[src/rtl/frame_buf_arbiter_if.sv]
// Bus bundle between the frame-buffer arbiter and its surroundings: display
// reader, processing engine and the single-port frame RAM.
interface frame_buf_arbiter_if #(
    parameter int AW  = 16,
    parameter int DW  = 8,
    parameter int SCW = 16
) ();
    logic          disp_en;
    logic [AW-1:0] disp_addr;
    logic          disp_valid;
    logic [DW-1:0] disp_data;
    logic          frame_start;
    logic          pe_req;
    logic          pe_we;
    logic [AW-1:0] pe_addr;
    logic [DW-1:0] pe_wdata;
    logic          pe_gnt;
    logic          pe_rvalid;
    logic [DW-1:0] pe_rdata;
    logic          swap_req;
    logic          swap_pending;
    logic          front_bank;
    logic [SCW-1:0] pe_stall_cnt;
    logic          mem_en;
    logic          mem_we;
    logic [AW:0]   mem_addr;
    logic [DW-1:0] mem_wdata;
    logic [DW-1:0] mem_rdata;

    // Arbiter side
    modport slave (
        input  disp_en, disp_addr, frame_start, pe_req, pe_we, pe_addr, pe_wdata,
               swap_req, mem_rdata,
        output disp_valid, disp_data, pe_gnt, pe_rvalid, pe_rdata, swap_pending,
               front_bank, pe_stall_cnt, mem_en, mem_we, mem_addr, mem_wdata
    );

    // Requester / RAM side
    modport master (
        output disp_en, disp_addr, frame_start, pe_req, pe_we, pe_addr, pe_wdata,
               swap_req, mem_rdata,
        input  disp_valid, disp_data, pe_gnt, pe_rvalid, pe_rdata, swap_pending,
               front_bank, pe_stall_cnt, mem_en, mem_we, mem_addr, mem_wdata
    );
endinterface

[src/rtl/frame_buf_arbiter.sv]
// Ping-pong frame-buffer arbiter: display owns the front bank with absolute
// priority, the engine uses the back bank in idle cycles, banks swap at frame start.
module frame_buf_arbiter #(
    parameter int AW  = 16,
    parameter int DW  = 8,
    parameter int SCW = 16
) (
    input  logic                 clk,
    input  logic                 reset,
    frame_buf_arbiter_if.slave   bus
);
    typedef enum logic [1:0] {
        ST_RUN  = 2'd0,
        ST_PEND = 2'd1,
        ST_SWAP = 2'd2
    } state_e;

    state_e         state_q, state_d;
    logic           front_bank_q;
    logic           swap_pending_q;
    logic           disp_rd_q, pe_rd_q;
    logic           disp_valid_q, pe_rvalid_q;
    logic [DW-1:0]  disp_data_q, pe_rdata_q;
    logic [SCW-1:0] stall_cnt_q, stall_cnt_d;
    logic           pe_gnt_s;
    logic           mem_en_s, mem_we_s;
    logic [AW:0]    mem_addr_s;
    logic [DW-1:0]  mem_wdata_s;

    // Engine grant: only in cycles the display and the bank swap leave free
    always_comb begin
        pe_gnt_s = bus.pe_req & ~bus.disp_en & (state_q != ST_SWAP) & ~reset;
    end

    // RAM port mux
    always_comb begin
        mem_en_s    = 1'b0;
        mem_we_s    = 1'b0;
        mem_addr_s  = '0;
        mem_wdata_s = '0;
        if (bus.disp_en) begin
            mem_en_s   = 1'b1;
            mem_addr_s = {front_bank_q, bus.disp_addr};
        end else if (pe_gnt_s) begin
            mem_en_s    = 1'b1;
            mem_we_s    = bus.pe_we;
            mem_addr_s  = {~front_bank_q, bus.pe_addr};
            mem_wdata_s = bus.pe_wdata;
        end else begin
            mem_en_s = 1'b0;
            mem_we_s = 1'b0;
        end
    end

    // Swap FSM next state
    always_comb begin
        state_d = state_q;
        case (state_q)
            ST_RUN:  state_d = bus.swap_req    ? ST_PEND : ST_RUN;
            ST_PEND: state_d = bus.frame_start ? ST_SWAP : ST_PEND;
            ST_SWAP: state_d = ST_RUN;
            default: state_d = ST_RUN;
        endcase
    end

    // Stall counter saturates instead of wrapping
    always_comb begin
        if (bus.pe_req && !pe_gnt_s && (stall_cnt_q != {SCW{1'b1}})) begin
            stall_cnt_d = stall_cnt_q + {{(SCW-1){1'b0}}, 1'b1};
        end else begin
            stall_cnt_d = stall_cnt_q;
        end
    end

    // Swap FSM state and its registered outputs; bank flips as SWAP ends
    always_ff @(posedge clk) begin
        if (reset) begin
            state_q        <= ST_RUN;
            swap_pending_q <= 1'b0;
            front_bank_q   <= 1'b0;
        end else begin
            state_q        <= state_d;
            swap_pending_q <= (state_d != ST_RUN);
            front_bank_q   <= front_bank_q ^ (state_q == ST_SWAP);
        end
    end

    // Two-stage read pipelines; reset drops reads still in flight
    always_ff @(posedge clk) begin
        if (reset) begin
            disp_rd_q    <= 1'b0;
            pe_rd_q      <= 1'b0;
            disp_valid_q <= 1'b0;
            pe_rvalid_q  <= 1'b0;
            disp_data_q  <= '0;
            pe_rdata_q   <= '0;
        end else begin
            disp_rd_q    <= bus.disp_en;
            pe_rd_q      <= pe_gnt_s & ~bus.pe_we;
            disp_valid_q <= disp_rd_q;
            pe_rvalid_q  <= pe_rd_q;
            if (disp_rd_q) begin
                disp_data_q <= bus.mem_rdata;
            end
            if (pe_rd_q) begin
                pe_rdata_q <= bus.mem_rdata;
            end
        end
    end

    // Engine stall statistics
    always_ff @(posedge clk) begin
        if (reset) begin
            stall_cnt_q <= '0;
        end else begin
            stall_cnt_q <= stall_cnt_d;
        end
    end

    assign bus.pe_gnt       = pe_gnt_s;
    assign bus.mem_en       = mem_en_s;
    assign bus.mem_we       = mem_we_s;
    assign bus.mem_addr     = mem_addr_s;
    assign bus.mem_wdata    = mem_wdata_s;
    assign bus.disp_valid   = disp_valid_q;
    assign bus.disp_data    = disp_data_q;
    assign bus.pe_rvalid    = pe_rvalid_q;
    assign bus.pe_rdata     = pe_rdata_q;
    assign bus.swap_pending = swap_pending_q;
    assign bus.front_bank   = front_bank_q;
    assign bus.pe_stall_cnt = stall_cnt_q;
endmodule

[src/flat_wrapper.sv]
// flat-port wrapper written by rule: the top's interface ports become plain ports
module frame_buf_arbiter_flat 
#(
    parameter int AW  = 16,
    parameter int DW  = 8,
    parameter int SCW = 16
)
  (clk, reset, bus_disp_en, bus_disp_addr, bus_frame_start, bus_pe_req, bus_pe_we, bus_pe_addr, bus_pe_wdata, bus_swap_req, bus_mem_rdata, bus_disp_valid, bus_disp_data, bus_pe_gnt, bus_pe_rvalid, bus_pe_rdata, bus_swap_pending, bus_front_bank, bus_pe_stall_cnt, bus_mem_en, bus_mem_we, bus_mem_addr, bus_mem_wdata);
  frame_buf_arbiter_if #(.AW(AW), .DW(DW), .SCW(SCW)) bus_i ();
  input  logic clk;
  input  logic reset;
  input wire logic [$bits(bus_i.disp_en)-1:0] bus_disp_en;
  input wire logic [$bits(bus_i.disp_addr)-1:0] bus_disp_addr;
  input wire logic [$bits(bus_i.frame_start)-1:0] bus_frame_start;
  input wire logic [$bits(bus_i.pe_req)-1:0] bus_pe_req;
  input wire logic [$bits(bus_i.pe_we)-1:0] bus_pe_we;
  input wire logic [$bits(bus_i.pe_addr)-1:0] bus_pe_addr;
  input wire logic [$bits(bus_i.pe_wdata)-1:0] bus_pe_wdata;
  input wire logic [$bits(bus_i.swap_req)-1:0] bus_swap_req;
  input wire logic [$bits(bus_i.mem_rdata)-1:0] bus_mem_rdata;
  output wire logic [$bits(bus_i.disp_valid)-1:0] bus_disp_valid;
  output wire logic [$bits(bus_i.disp_data)-1:0] bus_disp_data;
  output wire logic [$bits(bus_i.pe_gnt)-1:0] bus_pe_gnt;
  output wire logic [$bits(bus_i.pe_rvalid)-1:0] bus_pe_rvalid;
  output wire logic [$bits(bus_i.pe_rdata)-1:0] bus_pe_rdata;
  output wire logic [$bits(bus_i.swap_pending)-1:0] bus_swap_pending;
  output wire logic [$bits(bus_i.front_bank)-1:0] bus_front_bank;
  output wire logic [$bits(bus_i.pe_stall_cnt)-1:0] bus_pe_stall_cnt;
  output wire logic [$bits(bus_i.mem_en)-1:0] bus_mem_en;
  output wire logic [$bits(bus_i.mem_we)-1:0] bus_mem_we;
  output wire logic [$bits(bus_i.mem_addr)-1:0] bus_mem_addr;
  output wire logic [$bits(bus_i.mem_wdata)-1:0] bus_mem_wdata;
  assign bus_i.disp_en = bus_disp_en;
  assign bus_i.disp_addr = bus_disp_addr;
  assign bus_i.frame_start = bus_frame_start;
  assign bus_i.pe_req = bus_pe_req;
  assign bus_i.pe_we = bus_pe_we;
  assign bus_i.pe_addr = bus_pe_addr;
  assign bus_i.pe_wdata = bus_pe_wdata;
  assign bus_i.swap_req = bus_swap_req;
  assign bus_i.mem_rdata = bus_mem_rdata;
  assign bus_disp_valid = bus_i.disp_valid;
  assign bus_disp_data = bus_i.disp_data;
  assign bus_pe_gnt = bus_i.pe_gnt;
  assign bus_pe_rvalid = bus_i.pe_rvalid;
  assign bus_pe_rdata = bus_i.pe_rdata;
  assign bus_swap_pending = bus_i.swap_pending;
  assign bus_front_bank = bus_i.front_bank;
  assign bus_pe_stall_cnt = bus_i.pe_stall_cnt;
  assign bus_mem_en = bus_i.mem_en;
  assign bus_mem_we = bus_i.mem_we;
  assign bus_mem_addr = bus_i.mem_addr;
  assign bus_mem_wdata = bus_i.mem_wdata;
  frame_buf_arbiter #(.AW(AW), .DW(DW), .SCW(SCW)) u_core (.clk(clk), .reset(reset), .bus(bus_i));
endmodule
[config.mk]
export PLATFORM = sky130hd
export DESIGN_NAME = frame_buf_arbiter_flat
export DESIGN_NICKNAME = d
export VERILOG_FILES = /design/src/rtl/frame_buf_arbiter_if.sv /design/src/rtl/frame_buf_arbiter.sv /design/src/flat_wrapper.sv
export SDC_FILE = /design/constraint.sdc
export NUM_CORES = 1
export LEC_CHECK = 0
export ABC_AREA = 1
export CAP_MARGIN = 20
export CELL_PAD_IN_SITES_DETAIL_PLACEMENT = 0
export CELL_PAD_IN_SITES_GLOBAL_PLACEMENT = 1
export CORE_UTILIZATION = 27
export CTS_CLUSTER_SIZE = 20
export DETAILED_ROUTE_END_ITERATION = 10
export PLACE_DENSITY_LB_ADDON = 0.1
export SETUP_SLACK_MARGIN = 0.4
export SLEW_MARGIN = 10
export SYNTH_ARGS = -nofsm -noshare
export SYNTH_HDL_FRONTEND = slang
export SYNTH_SLANG_ARGS = --single-unit
[constraint.sdc]
create_clock -name clk -period 4 [get_ports clk]
set_input_delay 1 -clock clk [delete_from_list [all_inputs] [get_ports clk]]
set_output_delay 1 -clock clk [all_outputs]
set_load 0.005 [all_outputs]
==> flow_summary_export.csv, run 1 <==
group,metric,value,unit
setup_path,r2r_start,"u_core.state_q[0]",
setup_path,cpMaxStageDelayCell,"clkdlybuf4s50_1",
logic_synthesis,synth_top_area_share,40.3,%
cells_and_area,final-seq-area,801,um2
sta,finalHoldViolations,0,
setup_path,critPathKind,"in2out",
placed_design,dp.cells,492,
sta,finalCritPeriodShare,87.4,%
worst_hold_path,worstHoldPathType,"reg2reg",
cts,htreeDepth,2,
routing,vias,2230,
cts,cts_tree,"done",
worst_hold_path,holdPathStages,1,
logic_synthesis,ys_warn_count,0,
pwr,power_density,279,nW/um2
routing,drt_iter0_markers,57,
cells_and_area,nets,459,
logic_synthesis,syn_inst,282,
setup_path,critPathMaxStageDelay,0.52,ns
cells_and_area,design_area,3390,um2
setup_path,end_kind,"output pin",
floorplanning,die_h,87.8,um
sta,fin_tns_setup,0,ns
routing,post-route-drc-count,0,
floorplanning,dieArea,7700,um2
routing,dr.pass1.iters,4,
logic_synthesis,synthArstFlopShare,0,%
worst_hold_path,min_to,"u_core.state_q[1]",
setup_path,cp_data_required_time,3.00,ns
grt,track_usage,16.3,%
cells_and_area,fillers,706,
floorplanning,core_area,6940,um2
logic_synthesis,synth_nets,338,
floorplanning,fp-row-count,30,
setup_path,crit_fanout,13,
logic_synthesis,synthTopCellsByArea,"dfxtp_1 (40%), nor2_1 (14%), nand2_1 (8.7%)",
floorplanning,die_w,87.8,um
setup_path,reg2reg_depth,8,
setup_path,crit_top_cell,"clkdlybuf4s50_1",
cts,clock_latency,0.30,ns
placed_design,gp_congestion,0.746,
logic_synthesis,synth_area_leader_cell,"dfxtp_1",
routing,wirelength,6150,um
cts,clock_path_buffers,2,
floorplanning,start_util,28.6,%
routing,postRouteAntennaNets,0,
pwr,p_leak,1.32,nW
cts,clkSinkCount,40,
sta,drv_slew,0,
run,drv_cap,0,
grt,first_global_vias,2060,
logic_synthesis,synth_area,1990,um2
logic_synthesis,synth-seq-area-share,40.3,%
setup_path,rrSetupSlack,2.46,ns
cells_and_area,multi_input_area,1050,um2
sta,finalCriticalPeriod,3.50,ns
placed_design,place_area,3270,um2
sta,max_freq,286,MHz
cells_and_area,flow.area_growth_from_synthesis,71.0,%
sta,max_slew_margin,75.7,%
cts,cts_inserted_buffers,5,
logic_synthesis,avgSynthCellArea,7.04,um2
cts,clkSlewWorstSetupHoldPaths,0.08,ns
routing,wl_per_cell,12.3,um
logic_synthesis,synth_edf_count,0,
pwr,vdd_ir_drop_max,0.115,mV
floorplanning,io_pins,119,
placed_design,port_buffers,118,
outcome,status,"finished, final reports clean",
setup_path,startpoint_type,"input pin",
grt,antenna_found_initial,0,
logic_synthesis,synthFlopType,"dfxtp_1",
cells_and_area,drive_gt1_share,7.67,%
grt,grt_pass1_wl,9690,um
cells_and_area,fin_cells,500,
grt,grt_max_degree,28,
setup_path,cp_data_arrival_time,2.50,ns
placed_design,dpl.hpwl,4650,um
setup_path,crit_chain,"clkdlybuf4s50_1 > nor2_4 > nand3_4 > buf_4 > nor2_1 > clkdlybuf4s50_1",
sta,setup_viol,0,
sta,fin_hold_ws,0.457,ns
grt,gr-total-overflow,0,
sta,rsz0062_at_grt,"yes",
setup_path,r2r-end,"u_core.bus.pe_stall_cnt[5]",
worst_hold_path,hold_path_startpoint,"u_core.state_q[1]",
logic_synthesis,yosys.cell_types.count,31,
cts,clk_root_buffer_cell,"clkbuf_8",
logic_synthesis,synth_seq_cells,40,
routing,avgViaCountPerCell,4.46,
sta,skew,0.0110,ns
pwr,p_total,0.000946,W
cells_and_area,diodes,0,
sta,tightest_slew,0.363,ns
-- through the flow --
step	util (%)	worst slack, ns
finish	48.9	0.504
global route	48.9	0.392
CTS	48.8	0.451
detailed placement	47.1	0.265
global placement	47.1	0.264
floorplan	-	1.18
-- area by class of cell --
| type | instances | area share [%] |
|---|---|---|
| clock buffers | 5 | 2.03 |
| clock inverters | 3 | 1.36 |
| inverters | 25 | 2.95 |
| multi-input cells | 209 | 30.8 |
| flip-flops and latches | 40 | 23.6 |
| well taps | 96 | 3.54 |
| repair buffers | 122 | 35.7 |
-- cells in the final DEF, fill, tap and decap left out, types with 3 or more instances in the layout --
master and n:
a21oi_1 12, a22o_1 16, buf_4 4, clkbuf_8 5, clkdlybuf4s50_1 116, clkinv_1 3
dfxtp_1 40, inv_1 18, nand2_1 46, nand3_1 11, nor2_1 76, nor2_2 6
nor3_1 3, o21ai_0 18, xor2_1 4
-- worst max-delay path: cells and delay by family --
kind,cells,cell delay [ns]
buf+inv,3,1.16
simple gates,3,0.33
-- repair_timing --
item	4_1_cts	5_1_grt
gates resized for setup	2	2
pin swaps	0	0
endpoints found under the hold margin	0	0
hold buffers	0	0
endpoints found under the setup margin	26	2
setup buffers	0	0
-- where the power goes --
part           switching (W)  internal (W)
Sequential         0.0000118      0.000413
Clock               0.000157      0.000188
Combinational      0.0000618      0.000114
-- how the worst max path moves through the flow --
stage	endpoint	start
2_1_floorplan	bus_mem_addr[10]	bus_disp_en
3_3_place_gp	bus_mem_addr[15]	bus_pe_req
3_5_place_dp	bus_mem_addr[13]	bus_pe_req
4_1_cts	bus_mem_addr[16]	bus_disp_en
5_1_grt	bus_mem_we	bus_disp_en
6_report	bus_mem_wdata[3]	bus_disp_en
-- synth_stat cells (2+ instances only) --
library cell and n:
nor3_1 3, a21oi_1 12, xor2_1 4, clkbuf_1 3, clkinv_1 3, nand3_2 2, nand2_2 2, dfxtp_1 40
nand2_1 46, nor2_2 6, inv_2 3, nand3b_1 2, o21ai_0 18, nor2_1 76, nand3_1 11, inv_1 18
a22o_1 16, nand3_4 2, o21ai_1 2, buf_2 2
-- state kept, by name, indices dropped and copies added, names as in the netlist --
name / count
u_core.bus.pe_rdata: 8
u_core.state_q: 2
u_core.bus.front_bank: 1
u_core.bus.pe_stall_cnt: 16
u_core.bus.disp_data: 8
u_core.bus.swap_pending: 1
u_core.disp_rd_q: 1
u_core.pe_rd_q: 1
u_core.bus.disp_valid: 1
u_core.bus.pe_rvalid: 1
-- per-layer routing --
| layer | vias to the layer above | share of wire, % | wire, um | track usage (%) |
|---|---|---|---|---|
| li1 | 1147 | - | - | - |
| met2 | 79 | 49 | 3010 | 27.1 |
| met3 | 4 | 7.6 | 466 | 5.66 |
| met4 | 0 | 0.91 | 56 | 4.92 |
| met1 | 1000 | 43 | 2620 | 19.7 |
| met5 | - | 0 | 0 | 0 |
-- cells by family after synthesis --
kind of cell    share of synthesized area (%)
compound gates                           15.1
xor+xnor                                 2.21
fa+ha+maj                               0.630
buf+inv                                  6.99
flops                                    40.3
simple gates                             34.7
No activity file was read; power rests on OpenSTA's default activity.
==> run 2, diff against run 1 <==
Settings changed: ABC_CLOCK_PERIOD_IN_PS from default to 4000, PLACE_DENSITY_LB_ADDON 0.1 to 0.15.
==> flow_summary_export.csv, run 2 (same netlist as run 1, synthesis figures left out) <==
group,metric,value,unit
outcome,status,"finished, final reports clean",
worst_hold_path,worstHoldPathType,"reg2reg",
routing,post-route-drc-count,0,
cells_and_area,fin_util,49.1,%
sta,rsz0062_at_grt,"no",
floorplanning,fp-row-count,30,
routing,wl_per_cell,12.6,um
routing,vias,2222,
grt,first_global_vias,2181,
floorplanning,core_area,6940,um2
floorplanning,die_w,87.8,um
routing,dr.pass1.iters,4,
setup_path,cpMaxStageDelayCell,"clkdlybuf4s50_1",
setup_path,rrSetupSlack,2.45,ns
sta,fin_tns_setup,0,ns
cells_and_area,drive_gt1_share,7.92,%
cells_and_area,largest_reg_flops,16,
setup_path,crit_fanout,13,
cells_and_area,multi_input_area,1050,um2
grt,grt_max_degree,28,
setup_path,critPathKind,"in2out",
floorplanning,start_util,28.6,%
setup_path,startpoint_type,"input pin",
cells_and_area,flow.area_growth_from_synthesis,71.7,%
cts,cts_tree,"done",
cells_and_area,final-seq-area,801,um2
setup_path,crit_chain,"clkdlybuf4s50_1 > nor2_4 > nand3_4 > buf_6 > nor2_1 > clkdlybuf4s50_1",
sta,finalCriticalPeriod,3.49,ns
cts,clkSlewWorstSetupHoldPaths,0.08,ns
sta,setup_slack,0.510,ns
sta,setup_viol,0,
sta,drv_slew,0,
pwr,vdd_ir_drop_max,0.130,mV
grt,grt_pass1_wl,10200,um
floorplanning,die_h,87.8,um
placed_design,gp_congestion,0.801,
floorplanning,dieArea,7700,um2
setup_path,critPathMaxStageDelay,0.52,ns
routing,drt_iter0_markers,60,
setup_path,cp_data_required_time,3.00,ns
placed_design,dp_slack,0.293,ns
setup_path,r2r_start,"u_core.bus.pe_stall_cnt[0]",
sta,fin_hold_ws,0.452,ns
routing,postRouteAntennaNets,0,
sta,tightest_slew,0.339,ns
cts,clock_latency,0.30,ns
sta,max_slew_margin,77.3,%
sta,max_freq,287,MHz
setup_path,end_kind,"output pin",
sta,finalCritPeriodShare,87.3,%
routing,avgViaCountPerCell,4.44,
sta,finalHoldViolations,0,
grt,gr-total-overflow,0,
worst_hold_path,holdPathStages,1,
cts,clk_root_buffer_cell,"clkbuf_8",
cells_and_area,nets,459,
placed_design,dpl.hpwl,4860,um
setup_path,cp_data_arrival_time,2.49,ns
grt,track_usage,17.1,%
setup_path,crit_top_cell,"clkdlybuf4s50_1",
setup_path,reg2reg_depth,8,
placed_design,port_buffers,118,
grt,antenna_found_initial,0,
cells_and_area,final_cell_mix,"clkdlybuf4s50_1 (112), nor2_1 (75), nand2_1 (46), dfxtp_1 (40)",
pwr,power_density,278,nW/um2
sta,skew,0.00524,ns
cts,htreeDepth,2,
floorplanning,io_pins,119,
worst_hold_path,hold_path_startpoint,"u_core.state_q[1]",
pwr,p_total,0.000948,W
cts,clkSinkCount,40,
run,drv_cap,0,
routing,wirelength,6310,um
worst_hold_path,min_to,"u_core.state_q[1]",
cts,clock_path_buffers,2,
cells_and_area,fillers,694,
pwr,p_leak,1.38,nW
cells_and_area,final_common_cell,"clkdlybuf4s50_1",
cells_and_area,diodes,0,
setup_path,r2r-end,"u_core.bus.pe_stall_cnt[13]",
cts,cts_inserted_buffers,5,
run 2: where the power goes:
group	total, W	internal [W]	switching [W]
clock network	0.000346	0.000188	0.000158
logic	0.000178	0.000114	0.0000630
registers	0.000424	0.000413	0.0000114
total	0.000948	0.000715	0.000233
run 2: worst max path at each step:
stage	endpoint	cells past startpoint	slack (ns)	start
2_1_floorplan	bus_mem_addr[10]	6	1.18	bus_disp_en
3_3_place_gp	bus_mem_addr[8]	7	0.29	bus_pe_req
3_5_place_dp	bus_mem_addr[8]	7	0.29	bus_pe_req
4_1_cts	bus_mem_addr[8]	7	0.38	bus_pe_req
5_1_grt	bus_mem_addr[7]	6	0.45	bus_disp_en
6_report	bus_mem_wdata[1]	6	0.51	bus_disp_en
run 2: repair_timing:
action	in CTS	in global routing
resized for setup	4	7
hold endpoints to repair	0	0
setup endpoints to repair	18	25
buffers inserted	0	0
hold buffers	0	0
run 2: layout make-up:
type / count / area share (%)
Timing Repair Buffer: 122 / 35.9
Multi-Input combinational cell: 209 / 30.8
Sequential cell: 40 / 23.5
Tap cell: 96 / 3.52
Inverter: 25 / 3.01
Clock buffer: 5 / 2.02
Clock inverter: 3 / 1.36
run 2: routing by layer:
layer | up-vias | share of wire (%) | track usage [%]
met3 | 10 | 8.2 | 6.50
met4 | 0 | 2.0 | 5.81
met1 | 972 | 41 | 20.4
met2 | 89 | 48 | 28.3
li1 | 1151 | - | -
met5 | - | 0 | 0
run 2: critical path: cells and delay by family:
kind | cells | cell delay, ns
and+or+nand+nor | 3 | 0.34
buffers and inverters | 3 | 1.15
run 2: stage by stage:
step,std cells,instance area (um2)
2_1_floorplan,282,1990
3_5_place_dp,492,3270
3_3_place_gp,492,3270
6_report,500,3410
5_1_grt,500,3410
4_1_cts,500,3390
==> variant 1, RTL diff (config.mk and constraints of run 2) <==
Re-encode `state_e` (3 states) as one-hot, 3 bits wide.
--- a/src/rtl/frame_buf_arbiter.sv
+++ b/src/rtl/frame_buf_arbiter.sv
@@ -9,10 +9,10 @@
     input  logic                 reset,
     frame_buf_arbiter_if.slave   bus
 );
-    typedef enum logic [1:0] {
-        ST_RUN  = 2'd0,
-        ST_PEND = 2'd1,
-        ST_SWAP = 2'd2
+    typedef enum logic [2:0] {
+        ST_RUN  = 3'b001,
+        ST_PEND = 3'b010,
+        ST_SWAP = 3'b100
     } state_e;
 
     state_e         state_q, state_d;
Function: same outputs for any inputs over 10 cycles, from zero or initial values and one cycle with reset high; not proved beyond that.
==> variant 1 against run 2 <==
- worst setup slack improved by 0.20 ns
- design area rose by 6.2%
- total power up 0.80%
- synthesized area increased by 8.7%
- sequential cell count up 1
- highest routed layer is now met5
- critical endpoint is now bus_mem_wdata[2]
- count of clock-buffer cells in the layout did not move
- register-to-register slack got worse by 0.07 ns
- cell count increased by 7.4%
- routed wire length grew 5.4%
- utilization down 2.2 points
- largest power group unchanged
- global-route usage is 1.1 points lower
==> variant 1: results (changes against run 2) <==
worst_hold_path:
  hold_depth: 2  # +1
place:
  gp_congestion: 0.746  # -6.8%
  dpl.hpwl_um: 4890  # +0.60%
  place_area_sq_mm: 0.00343  # +4.8%
  place_inst: 525  # +6.7%
  place_ws_ns: 0.287  # -0.00658 ns
  io_buffers: 118  # unchanged
pwr:
  power_frac_seq_pct: 45.1  # +0.4 points
  ir_worst_vdd_mv: 0.135  # +4.1%
  p_leak_nw: 1.50  # +8.7%
  power_density_mw_per_mm2: 264  # -5.1%
  clk-power_uw: 344
  p_sw_uw: 232  # -0.31%
sta:
  skew_ns: 0.00962  # +0.00437 ns
  worst_pin_slew_ns: 0.665  # +0.326 ns
global_routing:
  track_usage_pct: 16.0  # -1.1 points
  grt_pass1_vias: 2218  # +1.7%
  antenna_found_initial: 1  # +1
  grt_max_degree: 25  # -11%
  grt_pass1_wl_um: 10600  # +4.3%
detailed_routing:
  wl_um: 6650  # +5.4%
  viasPerCell: 4.35  # -2.2%
  post_drt_wl_per_cell_um: 12.4  # -1.9%
  dr.first_iter.drc_count: 73  # +22%
setup_path:
  r2r.worst_path.cells: 8  # unchanged
  critPathMaxFanout: 6  # -7
  slowest_stage: "clkdlybuf4s50_1"
  arrival_ns: 2.29  # -0.20 ns
job:
  cap_violations: 0  # unchanged
clock_tree:
  cts_resized: 6  # +2
  post_cts_buffers: 1  # +1
  cts_buffers: 5  # unchanged
  cts_root_buf: "clkbuf_8"
outcome:
  status: "finished, final reports clean"
synthesis:
  synthCells: 311  # +10%
  synth_common_cells: "nor2_1, nand2_1, dfxtp_1, inv_1, o21ai_0"
  synthTopCellsByArea: "dfxtp_1, nor2_1, nand2_1"
  syn-num-nets: 367  # +8.6%
  ys_seq_area_share_pct: 38.0  # -2.3 points
  ys.flop_type: "dfxtp_1"
final_layout:
  drive_above_1_share_pct: 10.8  # +2.9 points
  num-nets-final: 489  # +6.5%
-- variant 1: cell count changes in the layout (fill, tap and decap cells not counted), moves of 4 or more --
cell and delta:
nand2_1 +14, inv_1 +12, a21oi_1 -9, a21oi_2 +9
nand3_1 -6, nand2_2 +5, nand4_1 +4
-- variant 1: tightest hold or removal path, stage by stage (launching register included) --
cell and delay, ns:
dfxtp_1 0.34, o21ai_0 0.07, nor2_1 0.08
-- variant 1: kinds of logic after synthesis --
family                   after synthesis  synth area share (%)
adder cells (fa/ha/maj)                1                 0.580
flip-flops                            41                  38.0
buffers and inverters                 46                  9.45
AO/OA/AOI/OAI                         50                  16.5
XOR/XNOR                               6                  2.44
AND/OR/NAND/NOR                      167                  33.0
-- variant 1: cell type report --
| class | count | area (sq um) |
|---|---|---|
| repair buffers | 124 | 1260 |
| repair inverters | 1 | 6.26 |
| clock buffers | 5 | 68.8 |
| well taps | 102 | 128 |
| fillers | 754 | 4110 |
| clock inverters | 3 | 46.3 |
| diodes | 1 | 2.50 |
| inverters | 36 | 141 |
| multi-input cells | 224 | 1150 |
| flip-flops and latches | 41 | 821 |
-- variant 1: final timing paths --
check                                                start                           to  slack (ns)
worst max register to register  u_core.bus.pe_stall_cnt[0]  u_core.bus.pe_stall_cnt[14]        2.38
worst max-delay path                           bus_disp_en             bus_mem_wdata[2]        0.71
worst min-delay path               u_core.bus.disp_data[6]      u_core.bus.disp_data[6]        0.51
worst min register to register     u_core.bus.disp_data[6]      u_core.bus.disp_data[6]        0.51
-- variant 1: routing by layer --
layer  share of wire, %  track usage, %  up-vias
li1                   -               -     1221
met4                1.2            5.03        2
met1                 44            19.3     1050
met5               0.24               0        -
met2                 49            27.3       53
met3                5.2            4.44        9
==> variant 2, RTL diff (config.mk and constraints of run 2) <==
Made on the original files. `DW` is set to 8 in 3 places; all go to 10.
--- a/src/rtl/frame_buf_arbiter_if.sv
+++ b/src/rtl/frame_buf_arbiter_if.sv
@@ -2,7 +2,7 @@
 // reader, processing engine and the single-port frame RAM.
 interface frame_buf_arbiter_if #(
     parameter int AW  = 16,
-    parameter int DW  = 8,
+    parameter int DW  = 10,
     parameter int SCW = 16
 ) ();
     logic          disp_en;
--- a/src/rtl/frame_buf_arbiter.sv
+++ b/src/rtl/frame_buf_arbiter.sv
@@ -2,7 +2,7 @@
 // priority, the engine uses the back bank in idle cycles, banks swap at frame start.
 module frame_buf_arbiter #(
     parameter int AW  = 16,
-    parameter int DW  = 8,
+    parameter int DW  = 10,
     parameter int SCW = 16
 ) (
     input  logic                 clk,
--- a/src/flat_wrapper.sv
+++ b/src/flat_wrapper.sv
@@ -2,7 +2,7 @@
 module frame_buf_arbiter_flat 
 #(
     parameter int AW  = 16,
-    parameter int DW  = 8,
+    parameter int DW  = 10,
     parameter int SCW = 16
 )
   (clk, reset, bus_disp_en, bus_disp_addr, bus_frame_start, bus_pe_req, bus_pe_we, bus_pe_addr, bus_pe_wdata, bus_swap_req, bus_mem_rdata, bus_disp_valid, bus_disp_data, bus_pe_gnt, bus_pe_rvalid, bus_pe_rdata, bus_swap_pending, bus_front_bank, bus_pe_stall_cnt, bus_mem_en, bus_mem_we, bus_mem_addr, bus_mem_wdata);
Interface: changed (5 resized); port bits go from 119 to 129. The function was not compared with the original's and may differ.
==> variant 2 against run 2 <==
- sequential cell count grew 4
- worst setup slack gained 0.043 ns
- synthesized area grew 9.5%
- non-clock buffer count grew 10
- total power shrank 2.4%
- design area grew 6.5%
- synthesized cell count grew 9.6%
- first-iteration DRC count grew 65%
- global-route usage shrank 1.0 points
- routed wire length grew 2.2%
- largest cell class unchanged
- largest power group unchanged
==> variant 2: results (changes against run 2) <==
sta:
  relSlewSlack_pct: 73.7  # -3.6 points
  setup_viol: 0  # unchanged
  setup_ws_ns: 0.552  # +0.0426 ns
  hold_slack_ns: 0.482  # +0.0302 ns
  skew_ns: 0.00244  # -0.00280 ns
worst_hold_path:
  hp-start: "u_core.state_q[0]"
  whs_endpoint: "u_core.state_q[1]"
  hold_class: "register to register"
  hold_depth: 2  # +1
final_layout:
  largest_reg_flops: 16  # unchanged
  num-nets-final: 495  # +7.8%
  drive_above_1_share_pct: 7.13  # -0.79 points
  n_fill_cell: 808  # +16%
synthesis:
  ys_types: 27  # -13%
  ys_seq_area_share_pct: 40.5  # +0.18 points
  syn-num-nets: 369  # +9.2%
  synth_common_cells: "nor2_1, dfxtp_1, nand2_1, o21ai_0, inv_1"
  synthCells: 309  # +9.6%
  synthTopCellsByArea: "dfxtp_1, nor2_1, nand2_1"
detailed_routing:
  wl_um: 6440  # +2.2%
  firstDrtPassIters: 4  # unchanged
  dr.first_iter.drc_count: 99  # +65%
  viasPerCell: 4.37  # -1.6%
  post_drt_wl_per_cell_um: 12.0  # -4.9%
setup_path:
  regToRegSetupSlack_ns: 2.52  # +0.07 ns
  worstSetupEndpoint: "bus_mem_addr[16]"
  r2r.worst_path.cells: 9  # +1
  cp_slowest_stage_delay_ns: 0.51
  cp-startpoint: "reset"
  arrival_ns: 2.45  # -0.04 ns
  cp_top_family: "buffers and inverters"
  critPathMaxFanout: 15  # +2
  cp_common_cell: "clkdlybuf4s50_1"
  r2r_end: "u_core.bus.pe_stall_cnt[5]"
pwr:
  intPower_uw: 694  # -2.9%
  p_leak_nw: 1.46  # +5.6%
  ir_worst_vdd_mv: 0.117  # -10%
  p_comb_uw: 189  # +6%
  comb_power_share_pct: 20.4  # +1.7 points
  pwr-share-clk_pct: 29.3  # -7.2 points
clock_tree:
  post_cts_buffers: 0  # unchanged
  htreeDepth: 2  # unchanged
  cts_root_buf: "clkbuf_8"
  cts_buffers: 5  # unchanged
  clk_path_buf_depth: 2  # unchanged
place:
  io_buffers: 128  # +8.5%
  place_inst: 530  # +7.7%
  dpl.hpwl_um: 4890  # +0.73%
  place_area_sq_mm: 0.00354  # +8.1%
  gp_congestion: 0.759  # -5.2%
  place_ws_ns: 0.303  # +0.0100 ns
global_routing:
  grt_pass1_wl_um: 10700  # +5.7%
  grt_max_degree: 33  # +18%
  track_usage_pct: 16.1  # -1.0 points
  grt_pass1_vias: 2246  # +3.0%
outcome:
  status: "finished, final reports clean"
## variant 2: cell families (layout without fill, tap and decap cells)
kind of cell / after synthesis / count (layout) / share of synthesized area [%]
AOI/OAI and AO/OA: 49 / 49 / 14.0
xor gates and xnor gates: 5 / 5 / 2.01
adders and majority gates: 1 / 1 / 0.575
buffers and inverters: 40 / 166 / 8.23
DFF: 44 / 44 / 40.5
and+or+nand+nor: 170 / 170 / 34.6
## variant 2: worst min-delay path: cells and delay by family, from the launching register on
family	cells	cell delay (ns)
DFF	1	0.33
and+or+nand+nor	2	0.11
## variant 2: final cells by class
class                      count  area (sq um)  area share [%]
sequential                    44           881            24.3
tap                          102           128            3.52
timing repair buffer         132          1320            36.3
inverter                      27           109            3.00
multi-input combinational    225          1110            30.7
clock buffer                   5          68.8            1.90
clock inverter                 2          12.5           0.345
## variant 2: routing by layer
layer	track usage, %	share of wire, %
met1	20.1	45
met2	26.3	46
met3	5.64	7.8
met4	4.43	0.88
met5	0	0
